===== src/rtl/audio_i2s_tx.sv =====
// I2S transmitter for a 16-bit stereo DAC: derives mclk/sck/lrck from a free-running
// 9-bit counter and shifts one sample pair per 512-clk frame, MSB first, with the I2S one-bit delay.
module audio_i2s_tx (
    input  logic        clk,
    input  logic        rst,
    input  logic [15:0] audio_left,
    input  logic [15:0] audio_right,
    input  logic        in_valid,
    input  logic        mute,
    output logic        in_ready,
    output logic        mclk,
    output logic        sck,
    output logic        lrck,
    output logic        sdin,
    output logic        underrun
);

    logic [8:0]  r_cnt;
    logic [15:0] r_tx_left;
    logic [15:0] r_tx_right;
    logic        r_sdin;
    logic        r_in_ready;
    logic        r_underrun;

    logic [8:0]  w_cnt_next;
    logic [3:0]  w_slot;
    logic        w_half;
    logic [3:0]  w_bit_idx;
    logic        w_slot_start;
    logic        w_frame_end;
    logic        w_next_bit;

    always_comb begin
        w_cnt_next   = r_cnt + 9'd1;
        w_slot       = w_cnt_next[7:4];
        w_half       = w_cnt_next[8];
        // 16 - k modulo 16; slot 0 is handled separately below
        w_bit_idx    = 4'd0 - w_slot;
        w_slot_start = (r_cnt[3:0] == 4'hF);
        w_frame_end  = (r_cnt == 9'd511);
        w_next_bit   = 1'b0;
        if (w_slot == 4'd0) begin
            // Left slot 0 uses tx_right before this edge's load (non-blocking read).
            w_next_bit = w_half ? r_tx_left[0] : r_tx_right[0];
        end else begin
            w_next_bit = w_half ? r_tx_right[w_bit_idx] : r_tx_left[w_bit_idx];
        end
    end

    always_ff @(posedge clk or posedge rst) begin
        if (rst) begin
            r_cnt      <= 9'd0;
            r_tx_left  <= 16'd0;
            r_tx_right <= 16'd0;
            r_sdin     <= 1'b0;
            r_in_ready <= 1'b0;
            r_underrun <= 1'b0;
        end else begin
            r_cnt      <= w_cnt_next;
            r_in_ready <= (w_cnt_next == 9'd511);
            if (w_slot_start) begin
                r_sdin <= w_next_bit;
            end
            if (w_frame_end) begin
                if (mute) begin
                    r_tx_left  <= 16'd0;
                    r_tx_right <= 16'd0;
                end else if (in_valid) begin
                    r_tx_left  <= audio_left;
                    r_tx_right <= audio_right;
                end else begin
                    r_underrun <= 1'b1;
                end
            end
        end
    end

    assign mclk     = r_cnt[1];
    assign sck      = r_cnt[3];
    assign lrck     = r_cnt[8];
    assign sdin     = r_sdin;
    assign in_ready = r_in_ready;
    assign underrun = r_underrun;

endmodule


===== config.mk =====
export PLATFORM = sky130hd
export DESIGN_NAME = audio_i2s_tx
export DESIGN_NICKNAME = d
export VERILOG_FILES = /design/src/rtl/audio_i2s_tx.sv
export SDC_FILE = /design/constraint.sdc
export NUM_CORES = 1
export LEC_CHECK = 0
export BUFFER_PORTS_ARGS = -buffer_cell sky130_fd_sc_hd__buf_2
export CORE_MARGIN = 1
export CORE_UTILIZATION = 54
export CTS_CLUSTER_SIZE = 24
export DETAILED_ROUTE_END_ITERATION = 8
export GPL_TIMING_DRIVEN = 1
export PLACE_DENSITY = 0.86
export SLEW_MARGIN = 15
export SYNTH_ARGS = -nofsm -noshare
export SYNTH_HDL_FRONTEND = slang
export SYNTH_SLANG_ARGS = --single-unit

===== constraint.sdc =====
create_clock -name clk -period 3.1 [get_ports clk]
set_clock_uncertainty 0.15 [all_clocks]
set_input_delay 0.31 -clock clk [delete_from_list [all_inputs] [get_ports clk]]
set_output_delay 0.31 -clock clk [all_outputs]
set_load 0.02 [all_outputs]

==> flow_metrics.py, run 1 <==
metrics = {
    "drt": {
        "vias_per_cell": 5.71,
        "wl_mm": 5.33,
        "drtAntennaViolNets": 0,
        "drt_first_pass_iters": 4,
        "vias": 2056,
        "route.detailed.drc": 0,
        "drtIter0Drc": 172,
        "wl_per_cell_um": 14.8,
    },
    "worst_setup_path": {
        "worstPathArrival_ns": 2.70,
        "crit_path_end_kind": "flop",
        "cp.required_ns": 3.12,
        "start_kind": "flop",
        "reg2regPathDepth": 6,
        "worstSetupPathType": "reg2reg",
        "path_max_fanout": 10,
    },
    "floorplanning": {
        "start_util": 0.563,
        "rows": 24,
        "die_h_um": 69.6,
        "fp.dieW_um": 69.6,
        "io-pin-count": 42,
        "core_area_mm2": 0.00438,
        "die_area_mm2": 0.00484,
    },
    "cells_and_area": {
        "nFillCells": 328,
        "diodes": 0,
        "utilization": 0.640,
        "nNetsFinal": 348,
        "multiInputGateArea_mm2": 0.00124,
        "area_growth_pct": 13.7,
        "seq_area_mm2": 0.00110,
        "drive_gt1_frac": 0.208,
    },
    "placement": {
        "dpl.hpwl_mm": 3.92,
        "io_buffers": 41,
        "gp_congestion": 0.928,
    },
    "clock_tree": {
        "cts_resized": 0,
        "cts_sinks": 44,
        "post_cts_buffers": 0,
        "insertion_delay_ns": 0.29,
        "clockBufferDepth": 2,
        "cts_tree": "yes",
        "cts_root_buf": "clkbuf_8",
        "cts_buffers": 5,
        "path_clk_slew_ns": 0.08,
        "cts_hold_buffers": 0,
        "cts_max_level": 2,
    },
    "grt": {
        "grt_pass1_wl_mm": 8.70,
        "grt_max_degree": 65,
        "track_usage": 0.229,
        "overflow": 0,
        "grt_antenna_before_repair": 0,
        "grt_pass1_vias": 1898,
    },
    "yosys": {
        "syn_avg_cell_area_um2": 9.04,
        "synth_top_family_by_area": "simple AND/OR/NAND/NOR gates",
        "synth_cells": 273,
        "async_flop_share": 1.00,
        "ys_top_cells_by_count": "dfrtp_1, nand2_1, o21ai_0",
        "synth_fa_ha_area_frac": 0.0152,
        "yosysWarnings": 0,
        "synth_top_cell_by_area": "dfrtp_1",
        "synth_xor_area_frac": 0.0325,
        "syn_nets": 312,
        "syn_area_mm2": 0.00247,
        "synthDistinctLibCells": 53,
        "synthSimpleGateAreaFrac": 0.234,
        "synth_top_area_share": 0.446,
        "post-synth-top-count-cell": "dfrtp_1",
        "synth_edf_count": 0,
        "synth-main-ff-cell": "dfrtp_1",
        "synthMuxAreaShare": 0.0467,
        "ys_seq_elements": 44,
        "seq_area_frac_synth": 0.446,
        "synth-compound-area-share": 0.168,
        "synthTopCellsByArea": "dfrtp_1, nand2b_1, o21ai_0",
    },
    "sta": {
        "timing.setup.tns_ns": 0,
        "worst_slew_pin_slew_ns": 0.595,
        "slew_violations": 0,
        "min_period_ns": 2.68,
        "hold_viol": 0,
        "setup_viol": 0,
        "fmax_ghz": 0.373,
        "rsz0062_at_grt": "no",
        "slew-limit-headroom": 0.603,
        "finalCritPeriodShare": 0.865,
    },
    "worst_hold_path": {
        "hold_path.class": "in2reg",
        "holdPathStages": 3,
    },
    "pwr": {
        "p_leak_nw": 1.27,
        "p_per_area_mw_per_mm2": 369,
        "vdd.ir_drop.worst_mv": 0.296,
    },
    "job": {
        "drv_cap": 0,
    },
    "status": {
        "status": "finished clean",
    },
}
state kept, by name, indices dropped and copies added, names as in the netlist:
register,count
r_tx_left,16
underrun,1
r_tx_right,16
sdin,1
r_cnt,9
in_ready,1
cells in the final DEF (no fill, tap or decap), types with 3 or more instances in the layout:
| cell | Yosys | routed |
|---|---|---|
| dfrtp_1 | 44 | 44 |
| buf_2 | 2 | 41 |
| nand2_1 | 38 | 38 |
| o21ai_0 | 35 | 35 |
| nand2b_1 | 32 | 32 |
| inv_1 | 13 | 12 |
| nor2_1 | 9 | 9 |
| nand3_1 | 8 | 8 |
| o22ai_1 | 7 | 7 |
| mux2i_1 | 7 | 7 |
| nand4_1 | 5 | 5 |
| clkbuf_8 | 0 | 5 |
| buf_4 | 3 | 5 |
| a21oi_1 | 4 | 4 |
| xnor2_1 | 4 | 4 |
| ha_1 | 3 | 3 |
worst max-delay path, cell delays in order, from the launching register on:
cell and delay, ns:
dfrtp_1 0.43, ha_1 0.30, and3_1 0.34, xnor2_4 0.38, mux4_2 0.55, a311oi_1 0.28
a32oi_1 0.13
routing by layer:
metal,GRT usage,share of wire,up-vias
li1,-,-,1023
met1,0.308,0.44,960
met2,0.367,0.49,63
met3,0.0509,0.054,10
met4,0.0794,0.017,0
met5,0,0,-
path summary, 6_finish.rpt:
check                         startpoint        endpoint  slack (ns)
hold / removal             audio_left[5]    r_tx_left[5]        0.11
max in group asynchronous            rst        r_cnt[2]        1.72
min in group asynchronous            rst  r_tx_right[11]        0.48
setup reg to reg                r_cnt[1]            sdin        0.42
setup / recovery                r_cnt[1]            sdin        0.42
hold reg to reg            r_tx_left[15]   r_tx_left[15]        0.34
where the power goes:
| part | total, mW | switching, mW | internal, mW |
|---|---|---|---|
| Sequential | 0.573 | 0 | 0.573 |
| Clock | 0.407 | 0.176 | 0.231 |
| Combinational | 0.0559 | 0.0277 | 0.0282 |
per-stage QoR:
step           cell area (um2)  std cells  setup slack (ns)  power, mW  hold slack [ns]
5_1_grt                   2810        360             0.239       1.07            0.123
3_3_place_gp              2700        353             0.475      0.638            0.284
4_1_cts                   2800        359             0.401       1.04            0.111
2_1_floorplan             2470        273             0.533      0.610            0.292
6_report                  2810        360             0.419       1.04            0.113
3_5_place_dp              2700        353             0.431      0.641            0.317
cell families (layout without fill, tap and decap cells):
logic type / Yosys count / count (layout)
compound gates: 68 / 68
xor+xnor: 7 / 7
buf+inv: 32 / 67
simple gates: 109 / 109
fa+ha+maj: 3 / 3
mux: 10 / 10
flops: 44 / 44
cell type report:
| type | count | share of cell area |
|---|---|---|
| Sequential cell | 44 | 0.392 |
| Clock buffer | 5 | 0.0245 |
| Clock inverter | 1 | 0.0107 |
| Tap cell | 52 | 0.0232 |
| Multi-Input combinational cell | 197 | 0.440 |
| Timing Repair Buffer | 47 | 0.0901 |
| Inverter | 14 | 0.0187 |
Power figures use the tool's default switching activity.
==> run 2, diff against run 1 <==
==> constraint.sdc (replaced) <==
create_clock -name clk -period 3.1 [get_ports clk]
set_clock_uncertainty 0.15 [all_clocks]
set_input_delay 0.465 -clock clk [delete_from_list [all_inputs] [get_ports clk]]
set_output_delay 0.465 -clock clk [all_outputs]
set_load 0.02 [all_outputs]
==> run 2 against run 1 <==
Against the previous run:
- cell count down 0.28%
- register-to-register slack barely moved
- power about the same
- sequential cell count stayed put
- count of clock-buffer cells in the layout unchanged
- global-route usage unchanged
- core utilization decreased by 0.23 points
- fmax is 0.25% higher
- first-iteration DRC count up 5.2%
==> flow_metrics.py, run 2 (synthesized netlist as in run 1, its figures left out) <==
metrics = {
    "status": {
        "status": "finished clean",
    },
    "clock_tree": {
        "cts_root_buf": "clkbuf_8",
        "path_clk_slew_ns": 0.08,
        "cts_hold_buffers": 0,
        "clockBufferDepth": 2,
        "insertion_delay_ns": 0.29,
        "cts_resized": 0,
        "cts_max_level": 2,
        "cts_tree": "yes",
        "cts_buffers": 5,
        "post_cts_buffers": 0,
        "cts_sinks": 44,
    },
    "worst_setup_path": {
        "rr_endpoint": "sdin",
        "cp.required_ns": 3.12,
        "worstSetupPathType": "reg2reg",
        "crit_path_end_kind": "flop",
        "critPathLaunch": "r_cnt[1]",
        "rrSetupSlack_ns": 0.43,
        "worstPathArrival_ns": 2.69,
        "reg2regPathDepth": 6,
        "start_kind": "flop",
        "r2r-start": "r_cnt[1]",
        "path_max_fanout": 10,
    },
    "grt": {
        "grt_pass1_wl_mm": 8.70,
        "grt_antenna_before_repair": 0,
        "overflow": 0,
        "use_met3": 0.0509,
        "use_met1": 0.308,
        "track_usage": 0.229,
        "grt_max_degree": 65,
        "met2_usage": 0.367,
        "grt.busiest_layer": "met2",
        "grt_pass1_vias": 1898,
    },
    "drt": {
        "drtIter0Drc": 181,
        "vias_per_cell": 5.71,
        "route.detailed.drc": 0,
        "wl_per_cell_um": 14.8,
        "wl_mm": 5.31,
        "drtAntennaViolNets": 0,
        "drt_first_pass_iters": 4,
        "vias": 2051,
    },
    "pwr": {
        "p_sw_mw": 0.205,
        "p_int_mw": 0.832,
        "p_leak_nw": 1.27,
        "vdd.ir_drop.worst_mv": 0.296,
        "clockPowerShare": 0.394,
        "combPwrFrac": 0.053,
        "power_frac_seq": 0.553,
        "p_per_area_mw_per_mm2": 371,
        "p_total_mw": 1.04,
        "switching_share": 0.198,
    },
    "cells_and_area": {
        "utilization": 0.638,
        "diodes": 0,
        "instances_no_fill": 359,
        "fin_area_mm2": 0.00280,
        "seq_area_mm2": 0.00110,
        "drive_gt1_frac": 0.208,
        "final_cell_mix": "dfrtp_1, buf_2, nand2_1",
        "layout_commonest_cell": "dfrtp_1",
        "nNetsFinal": 347,
        "area_growth_pct": 13.3,
        "reg_top3": "r_tx_left: 16 flops, r_tx_right: 16 flops, r_cnt: 9 flops",
        "nFillCells": 331,
        "multiInputGateArea_mm2": 0.00124,
    },
    "floorplanning": {
        "die_area_mm2": 0.00484,
        "rows": 24,
        "fp.dieW_um": 69.6,
        "die_h_um": 69.6,
        "io-pin-count": 42,
        "core_area_mm2": 0.00438,
        "start_util": 0.563,
    },
    "job": {
        "drv_cap": 0,
    },
    "sta": {
        "setup_viol": 0,
        "setup_slack_ns": 0.426,
        "slew-limit-headroom": 0.603,
        "rsz0062_at_grt": "no",
        "hold_viol": 0,
        "finalCritPeriodShare": 0.863,
        "worst_slew_pin_slew_ns": 0.595,
        "timing.setup.tns_ns": 0,
        "slew_violations": 0,
        "whs_ns": 0.0896,
        "fmax_ghz": 0.374,
        "min_period_ns": 2.67,
    },
    "placement": {
        "io_buffers": 41,
        "place_ws_ns": 0.431,
        "numPlacedInstances": 353,
        "gp_congestion": 0.928,
        "place_area_mm2": 0.00270,
        "dpl.hpwl_mm": 3.92,
    },
    "worst_hold_path": {
        "hold_path.class": "in2async",
    },
}
## run 2: cell types whose count changed in the layout (fill, tap and decap cells not counted), sizes merged
| cell | delta |
|---|---|
| dlygate4sd3 | -1 |
## run 2: how the worst max path moves through the flow
stage                     slack, ns  endpoint  cells after the start
final                          0.43      sdin                      6
after global routing           0.24      sdin                      6
after CTS                      0.40      sdin                      6
after detailed placement       0.43      sdin                      6
after global placement         0.47      sdin                      6
after floorplan                0.53      sdin                      7
## run 2: critical path: stages, from the launching register on
cell      delay [ns]
dfrtp_1         0.43
ha_1            0.30
and3_1          0.34
xnor2_4         0.37
mux4_2          0.55
a311oi_1        0.28
a32oi_1         0.13
## run 2: layout make-up
cell class / count / area share
multi-input combinational: 197 / 0.442
sequential: 44 / 0.394
timing repair buffer: 46 / 0.0868
clock buffer: 5 / 0.0246
tap: 52 / 0.0233
inverter: 14 / 0.0188
clock inverter: 1 / 0.0107
## run 2: power by group through the flow
stage | clock (mW) | combinational, mW | sequential (mW)
final | 0.408 | 0.0550 | 0.573
after global routing | 0.435 | 0.0626 | 0.573
after CTS | 0.414 | 0.0562 | 0.573
after detailed placement | 0 | 0.0558 | 0.585
after global placement | 0 | 0.0536 | 0.585
after floorplan | 0 | 0.0253 | 0.585
## run 2: metal layers
layer,vias up,part of all wire
met2,65,0.49
met1,955,0.44
met5,-,0
met3,10,0.055
met4,0,0.017
li1,1021,-
==> run 3, diff against run 2 <==
Settings changed: RECOVER_POWER set to 50.
==> run 3 against run 2 <==
Against the previous run:
- sequential cell count is the same
- worst setup slack got worse by 0.0073 ns
- routed wire length decreased by 0.13%
- fmax shrank 0.27%
- critical path depth unchanged
==> flow_metrics.py, run 3 (synthesized netlist as in run 1, its figures left out) <==
metrics = {
    "clock_tree": {
        "cts_resized": 0,
        "clockBufferDepth": 2,
        "post_cts_buffers": 0,
        "insertion_delay_ns": 0.29,
        "path_clk_slew_ns": 0.08,
        "cts_root_buf": "clkbuf_8",
        "cts_tree": "yes",
        "cts_hold_buffers": 0,
        "cts_sinks": 44,
        "cts_max_level": 2,
        "cts_buffers": 5,
    },
    "pwr": {
        "p_leak_nw": 1.26,
        "p_per_area_mw_per_mm2": 371,
        "p_total_mw": 1.04,
        "vdd.ir_drop.worst_mv": 0.295,
    },
    "cells_and_area": {
        "final_cell_mix": "dfrtp_1, buf_2, nand2_1",
        "area_growth_pct": 13.0,
        "diodes": 0,
        "layout_commonest_cell": "dfrtp_1",
        "drive_gt1_frac": 0.199,
        "utilization": 0.636,
        "instances_no_fill": 359,
        "nNetsFinal": 347,
        "nFillCells": 331,
        "reg_top3": "r_tx_left: 16 flops, r_tx_right: 16 flops, r_cnt: 9 flops",
    },
    "drt": {
        "wl_per_cell_um": 14.8,
        "vias": 2061,
        "drtIter0Drc": 180,
        "wl_mm": 5.31,
        "top_layer": "met4",
        "vias_per_cell": 5.74,
        "drt_first_pass_iters": 4,
        "wl_met2_mm": 2.60,
        "route.detailed.drc": 0,
        "wl_met1_mm": 2.30,
        "route.met3.wl_um": 299,
        "drtAntennaViolNets": 0,
    },
    "floorplanning": {
        "start_util": 0.563,
        "die_h_um": 69.6,
        "die_area_mm2": 0.00484,
        "rows": 24,
        "fp.dieW_um": 69.6,
        "core_area_mm2": 0.00438,
        "io-pin-count": 42,
    },
    "worst_setup_path": {
        "crit_path_end_kind": "flop",
        "critical_path.max_stage_delay_ns": 0.55,
        "worstPathArrival_ns": 2.70,
        "cp.required_ns": 3.12,
        "worstSetupPathType": "reg2reg",
        "cpLargestDelayFamily": "multiplexers",
        "slowest_stage": "mux4_2",
        "rrSetupSlack_ns": 0.42,
        "path_max_fanout": 10,
        "cp.buffers_inverters": 0,
        "start_kind": "flop",
        "cp_cell_sequence": "ha_1, and3_1, xnor2_4, mux4_2, a311oi_1, a32oi_1",
    },
    "status": {
        "status": "finished clean",
    },
    "sta": {
        "whs_ns": 0.268,
        "slew-limit-headroom": 0.287,
        "timing.setup.tns_ns": 0,
        "finalCritPeriodShare": 0.865,
        "setup_viol": 0,
        "hold_viol": 0,
        "rsz0062_at_grt": "no",
        "fmax_ghz": 0.373,
        "worst_slew_pin_slew_ns": 1.07,
        "slew_violations": 0,
        "min_period_ns": 2.68,
    },
    "placement": {
        "dpl.hpwl_mm": 3.92,
        "gp_congestion": 0.928,
        "io_buffers": 41,
        "numPlacedInstances": 353,
    },
    "grt": {
        "overflow": 0,
        "grt_pass1_vias": 1898,
        "track_usage": 0.229,
        "grt_max_degree": 65,
        "grt_pass1_wl_mm": 8.70,
        "grt_antenna_before_repair": 0,
    },
    "job": {
        "drv_cap": 0,
    },
    "worst_hold_path": {
        "hold_path.class": "in2reg",
    },
}
run 3: routing by layer:
metal	global-route usage	up-vias
met5	0	-
met4	0.0794	0
met3	0.0509	12
met2	0.367	62
met1	0.308	967
li1	-	1020
run 3: where the power goes:
part	leakage, nW	switching [mW]	internal (mW)
Clock	0.0501	0.177	0.231
Sequential	0.601	0	0.573
Combinational	0.610	0.0274	0.0263
Total	1.26	0.205	0.831
run 3: metrics by stage:
stage          area [um2]  setup slack (ns)
2_1_floorplan        2470             0.533
3_3_place_gp         2700             0.475
3_5_place_dp         2700             0.431
4_1_cts              2800             0.401
5_1_grt              2790             0.239
6_report             2790             0.418
run 3: path summary, 6_finish.rpt:
kind	depth (start not counted)	endpoint	from
setup / recovery	6	sdin	r_cnt[1]
hold / removal	3	r_tx_left[5]	audio_left[5]
setup reg to reg	6	sdin	r_cnt[1]
hold reg to reg	2	r_tx_left[15]	r_tx_left[15]
max in group asynchronous	3	r_cnt[2]	rst
min in group asynchronous	2	r_tx_right[1]	rst
run 3: area by class of cell:
cell class	instances	area, um2	share of cell area
Tap cell	52	65.1	0.0233
Clock inverter	1	30.0	0.0108
Sequential cell	44	1100	0.395
Clock buffer	5	68.8	0.0247
Multi-Input combinational cell	197	1240	0.443
Timing Repair Buffer	46	235	0.0843
Inverter	14	52.6	0.0188
run 3: tightest hold or removal path, cell delays in order:
cell      delay, ns
buf_2          0.09
nand2b_1       0.05
o21ai_0        0.06
